### src/rtl/pipeline_hazard_controller.sv
// Pipeline hazard controller: drives stage-register enables, IF/ID flush and ID/EX bubble,
// sequencing load-use stalls and branch flushes with a small FSM and counting lost cycles.
module pipeline_hazard_controller #(
   parameter int REG_ADDR_W     = 5,
   parameter int LOAD_STALL_CYC = 1,
   parameter int FLUSH_CYC      = 2,
   parameter int CNT_W          = 16
) (
   input  logic                  clk,
   input  logic                  reset,
   input  logic [REG_ADDR_W-1:0] id_rs1,
   input  logic [REG_ADDR_W-1:0] id_rs2,
   input  logic                  id_use_rs1,
   input  logic                  id_use_rs2,
   input  logic [REG_ADDR_W-1:0] ex_rd,
   input  logic                  ex_mem_read,
   input  logic                  ex_branch_taken,
   input  logic                  mem_busy,
   input  logic                  halt_req,
   output logic                  pc_en,
   output logic                  en_if_id,
   output logic                  en_id_ex,
   output logic                  en_ex_mem,
   output logic                  en_mem_wb,
   output logic                  flush_if_id,
   output logic                  bubble_id_ex,
   output logic [1:0]            state,
   output logic [CNT_W-1:0]      stall_count
);

   localparam logic [1:0] RUN   = 2'd0;
   localparam logic [1:0] STALL = 2'd1;
   localparam logic [1:0] FLUSH = 2'd2;
   localparam logic [1:0] HALT  = 2'd3;

   localparam int SEQ_MAX = (LOAD_STALL_CYC > FLUSH_CYC) ? LOAD_STALL_CYC : FLUSH_CYC;
   localparam int DC_W    = (SEQ_MAX > 1) ? $clog2(SEQ_MAX + 1) : 1;

   logic [DC_W-1:0] down_cnt;
   logic [DC_W-1:0] next_cnt;
   logic [1:0]      next_state;
   logic            load_use;
   logic            lost_cycle;

   assign load_use = ex_mem_read && (ex_rd != '0) &&
                     ((id_use_rs1 && (id_rs1 == ex_rd)) || (id_use_rs2 && (id_rs2 == ex_rd)));

   // mem_busy freezes everything; otherwise the state decides, and in RUN halt beats branch beats load-use
   always_comb begin
      next_state   = state;
      next_cnt     = down_cnt;
      pc_en        = 1'b1;
      en_if_id     = 1'b1;
      en_id_ex     = 1'b1;
      en_ex_mem    = 1'b1;
      en_mem_wb    = 1'b1;
      flush_if_id  = 1'b0;
      bubble_id_ex = 1'b0;
      if (mem_busy) begin
         pc_en     = 1'b0;
         en_if_id  = 1'b0;
         en_id_ex  = 1'b0;
         en_ex_mem = 1'b0;
         en_mem_wb = 1'b0;
      end else begin
         case (state)
            RUN: begin
               if (halt_req) begin
                  pc_en      = 1'b0;
                  en_if_id   = 1'b0;
                  en_id_ex   = 1'b0;
                  en_ex_mem  = 1'b0;
                  en_mem_wb  = 1'b0;
                  next_state = HALT;
               end else if (ex_branch_taken) begin
                  flush_if_id  = 1'b1;
                  bubble_id_ex = 1'b1;
                  if (FLUSH_CYC > 1) begin
                     next_cnt   = DC_W'(FLUSH_CYC - 1);
                     next_state = FLUSH;
                  end
               end else if (load_use) begin
                  pc_en        = 1'b0;
                  en_if_id     = 1'b0;
                  bubble_id_ex = 1'b1;
                  if (LOAD_STALL_CYC > 1) begin
                     next_cnt   = DC_W'(LOAD_STALL_CYC - 1);
                     next_state = STALL;
                  end
               end
            end
            STALL: begin
               pc_en        = 1'b0;
               en_if_id     = 1'b0;
               bubble_id_ex = 1'b1;
               next_cnt     = down_cnt - DC_W'(1);
               if (down_cnt == DC_W'(1)) next_state = RUN;
            end
            FLUSH: begin
               flush_if_id  = 1'b1;
               bubble_id_ex = 1'b1;
               next_cnt     = down_cnt - DC_W'(1);
               if (down_cnt == DC_W'(1)) next_state = RUN;
            end
            default: begin
               pc_en     = 1'b0;
               en_if_id  = 1'b0;
               en_id_ex  = 1'b0;
               en_ex_mem = 1'b0;
               en_mem_wb = 1'b0;
            end
         endcase
      end
   end

   assign lost_cycle = (!pc_en || flush_if_id || bubble_id_ex) && (state != HALT) && !mem_busy;

   always_ff @(posedge clk or negedge reset) begin
      if (!reset) begin
         state    <= RUN;
         down_cnt <= '0;
      end else begin
         state    <= next_state;
         down_cnt <= next_cnt;
      end
   end

   // Saturating lost-cycle counter
   always_ff @(posedge clk or negedge reset) begin
      if (!reset) begin
         stall_count <= '0;
      end else if (lost_cycle && (stall_count != {CNT_W{1'b1}})) begin
         stall_count <= stall_count + CNT_W'(1);
      end
   end

endmodule

### config.mk
export PLATFORM = sky130hd
export DESIGN_NAME = pipeline_hazard_controller
export DESIGN_NICKNAME = d
export VERILOG_FILES = /design/src/rtl/pipeline_hazard_controller.sv
export SDC_FILE = /design/constraint.sdc
export NUM_CORES = 1
export LEC_CHECK = 0
export CAP_MARGIN = 10
export CORE_ASPECT_RATIO = 1.2
export CORE_MARGIN = 4
export CORE_UTILIZATION = 45
export CTS_BUF_LIST = sky130_fd_sc_hd__clkbuf_4
export DETAILED_ROUTE_END_ITERATION = 6
export PLACE_DENSITY = 0.81
export SETUP_SLACK_MARGIN = 0.15
export SLEW_MARGIN = 20
export SYNTH_ARGS = -nofsm -noshare
export SYNTH_HDL_FRONTEND = slang
export SYNTH_SLANG_ARGS = --single-unit
### constraint.sdc
create_clock -name clk -period 3.4 [get_ports clk]
set_input_delay 1.02 -clock clk [delete_from_list [all_inputs] [get_ports clk]]
set_output_delay 1.02 -clock clk [all_outputs]
set_load 0.02 [all_outputs]
==> summary by stage <==
Floorplanning
The starting utilization of the core area is approximately 49%. The floorplan step set the die width to 56.4 microns. The floorplan step defined a die boundary enclosing 0.00372 sq mm. The count of pins on the block boundary is 48.

The initialized floorplan defines 20 standard-cell rows. The region available for standard cell placement spans 0.00260 sq mm. The die span in y is about 66 microns.

Critical path
STA puts the critical path data required time at 2380 ps. The worst setup path is launched from an input port. The maximum fanout along the worst path is 2. The classification of the worst setup path is in2out. The critical path capture point type is a primary output. At the worst endpoint, the arrival time is between 2000 and 2500 ps.

Timing
The transition time of the tightest slew-check pin is 1360 ps. The number of hold violations in the final report came to 0. The worst hold margin is 501 ps. Setup repair after global routing could not meet its margin everywhere. The number of max-slew violations in the final report came to 0.

Measured against its own limit, the worst slew margin works out to 8.63%. The post-route fraction of the period consumed by the critical path is 96.9%. Counting I/O delays and the setup requirement, the final critical path takes 3290 ps.

Adding up every negative setup slack in the final design gives 0 ps. For the final database, setup skew stands at 6.86 ps. The final setup violation count is 0. The maximum clock frequency is 304 MHz.

Placed design
In this run the tool buffered the top-level ports with 47 buffer cells. Routability-driven placement finished with a final weighted congestion of 0.836. The HPWL after detailed placement is 2540 microns.

Power
The net switching power of the design is just under 0.0005 W. IR analysis of the VDD net gives a maximum drop of 0.478 mV. The net switching share of the total power is 40.4%. Dividing total power by cell area gives a power density of 601 mW/mm^2. The part of the power in combinational logic is between 50% and 60%. For this design the static power due to leakage is 0.933 nW.

The internal power is 0.000723 W. The sequential share of power is 30.1%. The clock share of power is 16.4%.

Detailed routing
Once detail routing completed, the nets flagged for antenna violations numbered 0. The per-cell via count in the routed design is 5.57. In the final routed layout, each cell accounts on average for 16.9 microns. The detailed-route wire length is ~3800 microns. The overall via count from detail_route is 1242. The number of violations reported at the end of detailed-routing iteration 0 is 31. The number of detailed-route iterations in the first pass is 4. The number of remaining DRC errors is 0.

Clock network
Counting every sink on the clock net gives 20. The depth of the CTS H-tree is 1. The CTS tree is done. The number of clock buffers added by TritonCTS is 3. The maximum count of clock buffers along a single path is 2. The tree is rooted in a sky130_fd_sc_hd__clkbuf_4. After clock tree synthesis, the flow added hold-fix buffers numbering 0. Clock latency on the worst-skew pair, taken at its later pin, is ~320 ps. Clock-pin slew was measured on the worst setup and hold paths at 120 ps.

Layout
In the final layout, flip-flops and latches occupy 500 sq um. After the last flow step, the layout net total stands at between 200 and 250. After filler insertion, the fill cell instance count of the layout stands at roughly 180. Cells with a size suffix above 1 make up 27.4% of the layout. Relative to the synthesized area, the layout overhead comes to 59.8%. The final core area utilization is 77.5%. The total area of multi-input combinational cells is 774 sq um. The antenna diode count is 0.

Global routing
The global-route usage over all layers is 19.8%. The via count of the first global-routing pass is 1301. The total overflow reported by the global router is 0. Entering global routing, the biggest net connects 21 pins. The first global-routing pass estimated 5800 microns of wire.

The initial antenna violation count is 0.

Yosys
The synthesis-stage register bit count is 20. Of all flip-flops after synthesis, the portion carrying an async set or reset was 100%. The average instance area after synthesis is 9.94 sq um. The mapped netlist covers 0.00126 sq mm. Counting every net in the synthesized netlist gives 155.

The count of unique library cells instantiated by Yosys is 36. After synthesis, the cell types taking the most area are sky130_fd_sc_hd__dfrtp_1, sky130_fd_sc_hd__xor2_1, sky130_fd_sc_hd__xnor2_1. The predominant post-synthesis flop cell is sky130_fd_sc_hd__dfrtp_1. The synthesized design contains 0 enable-type register cells. The count of synthesis-stage warnings from yosys is 0. The cell type with the largest total area after synthesis is sky130_fd_sc_hd__dfrtp_1.

After synthesis, the largest area contributor takes up between 30% and 40% of total cell area. After technology mapping, the gate count stands at 127. In the synthesized netlist, the cells that appear most often are sky130_fd_sc_hd__dfrtp_1, sky130_fd_sc_hd__xor2_1, sky130_fd_sc_hd__xnor2_1. The most used standard cell by instance count after synthesis is sky130_fd_sc_hd__dfrtp_1. The share of the Yosys chip area taken by registers is 39.6%.

Status
The run finished with clean final reports.

Job
Across the run, the number of max-cap violations was 0.

Min path
The class of the tightest hold or removal check is reg2reg.
## layer usage
metal  share of wire [%]  vias to the layer above  global-route usage [%]
li1                    -                      574                       -
met1                  39                      609                    23.1
met2                  54                       45                    36.0
met3                 3.4                       14                    1.56
met4                 3.5                        0                    10.1
met5                   0                        -                       0
## layout make-up
cell class / instances / area share (%)
Tap cell: 33 / 2.05
Timing Repair Buffer: 65 / 31.0
Clock inverter: 1 / 1.49
Inverter: 6 / 1.12
Clock buffer: 3 / 1.12
Sequential cell: 20 / 24.8
Multi-Input combinational cell: 95 / 38.4
## layout by cell type, fill, tap and decap left out, types with 2 or more instances in the layout
master / netlist / routed
sky130_fd_sc_hd__inv_1: 6 / 5
sky130_fd_sc_hd__nor3_2: 0 / 3
sky130_fd_sc_hd__ha_1: 5 / 5
sky130_fd_sc_hd__xnor2_1: 11 / 9
sky130_fd_sc_hd__clkdlybuf4s50_1: 0 / 25
sky130_fd_sc_hd__dlygate4sd2_1: 0 / 8
sky130_fd_sc_hd__o21a_1: 2 / 2
sky130_fd_sc_hd__o21ai_0: 2 / 2
sky130_fd_sc_hd__buf_6: 1 / 12
sky130_fd_sc_hd__dfrtp_1: 20 / 20
sky130_fd_sc_hd__nor3_1: 7 / 4
sky130_fd_sc_hd__xnor2_2: 0 / 2
sky130_fd_sc_hd__nor4_1: 5 / 3
sky130_fd_sc_hd__clkbuf_2: 0 / 5
sky130_fd_sc_hd__clkdlybuf4s15_1: 0 / 2
sky130_fd_sc_hd__nand2b_1: 2 / 2
sky130_fd_sc_hd__and3_1: 4 / 4
sky130_fd_sc_hd__nand2_1: 4 / 3
sky130_fd_sc_hd__nor4_2: 0 / 2
sky130_fd_sc_hd__xor2_1: 14 / 14
sky130_fd_sc_hd__nand4_1: 4 / 4
sky130_fd_sc_hd__nand3_1: 10 / 10
sky130_fd_sc_hd__buf_4: 3 / 10
sky130_fd_sc_hd__clkbuf_4: 0 / 3
sky130_fd_sc_hd__mux2i_1: 2 / 2
sky130_fd_sc_hd__nor2_1: 5 / 5
## final timing paths
check	start	endpoint	slack (ps)	cells past startpoint
max reg2reg	stall_count[7]	stall_count[4]	660	6
min reg2reg	stall_count[9]	stall_count[9]	500	1
min in group asynchronous	reset	stall_count[9]	1190	1
max in group asynchronous	reset	stall_count[14]	1670	1
min	stall_count[9]	stall_count[9]	500	1
max	id_rs2[1]	en_if_id	110	7
## flip-flops by register name (all words and copies together), names as in the netlist
name         cells
state            2
stall_count     16
down_cnt         2
## timing repair
item	4_1_cts	5_1_grt
hold endpoints to repair	0	0
setup endpoints to repair	7	16
buffers inserted	5	2
pin swaps	18	21
gates resized for setup	55	35
cloned	0	0
## cells by family (layout without fill, tap and decap cells)
group,after synthesis,in the layout,share of synthesized area (%)
AND/OR/NAND/NOR,50,50,22.2
XOR/XNOR,25,25,17.3
flip-flops,20,20,39.6
AO/OA/AOI/OAI,12,12,8.23
buffers and inverters,12,75,5.15
adder cells (fa/ha/maj),5,5,4.96
multiplexers,3,3,2.48
## critical path, stage by stage
cell and delay, ps:
sky130_fd_sc_hd__clkdlybuf4s15_1 180, sky130_fd_sc_hd__xnor2_1 210, sky130_fd_sc_hd__nand4_1 180, sky130_fd_sc_hd__o22ai_2 250
sky130_fd_sc_hd__nand2_2 100, sky130_fd_sc_hd__a21o_1 190, sky130_fd_sc_hd__buf_6 140
## power groups by stage
| stage | Sequential, W | Clock, W | Combinational [W] |
|---|---|---|---|
| floorplan | 0.000415 | 0 | 0.000313 |
| global placement | 0.000364 | 0 | 0.000609 |
| detailed placement | 0.000369 | 0 | 0.000630 |
| CTS | 0.000364 | 0.000203 | 0.000620 |
| global route | 0.000377 | 0.000210 | 0.000705 |
| finish | 0.000365 | 0.000199 | 0.000649 |
## stage by stage
stage	power [W]	setup WS, ps	instance area (sq um)	instances
after global placement	0.000973	-609	1830	212
after CTS	0.00119	119	1910	221
after global routing	0.00129	-9.13	2020	223
after detailed placement	0.000999	-666	1830	212
final	0.00121	107	2020	223
after floorplan	0.000727	192	1260	127
No activity file was read; power rests on OpenSTA's default activity.
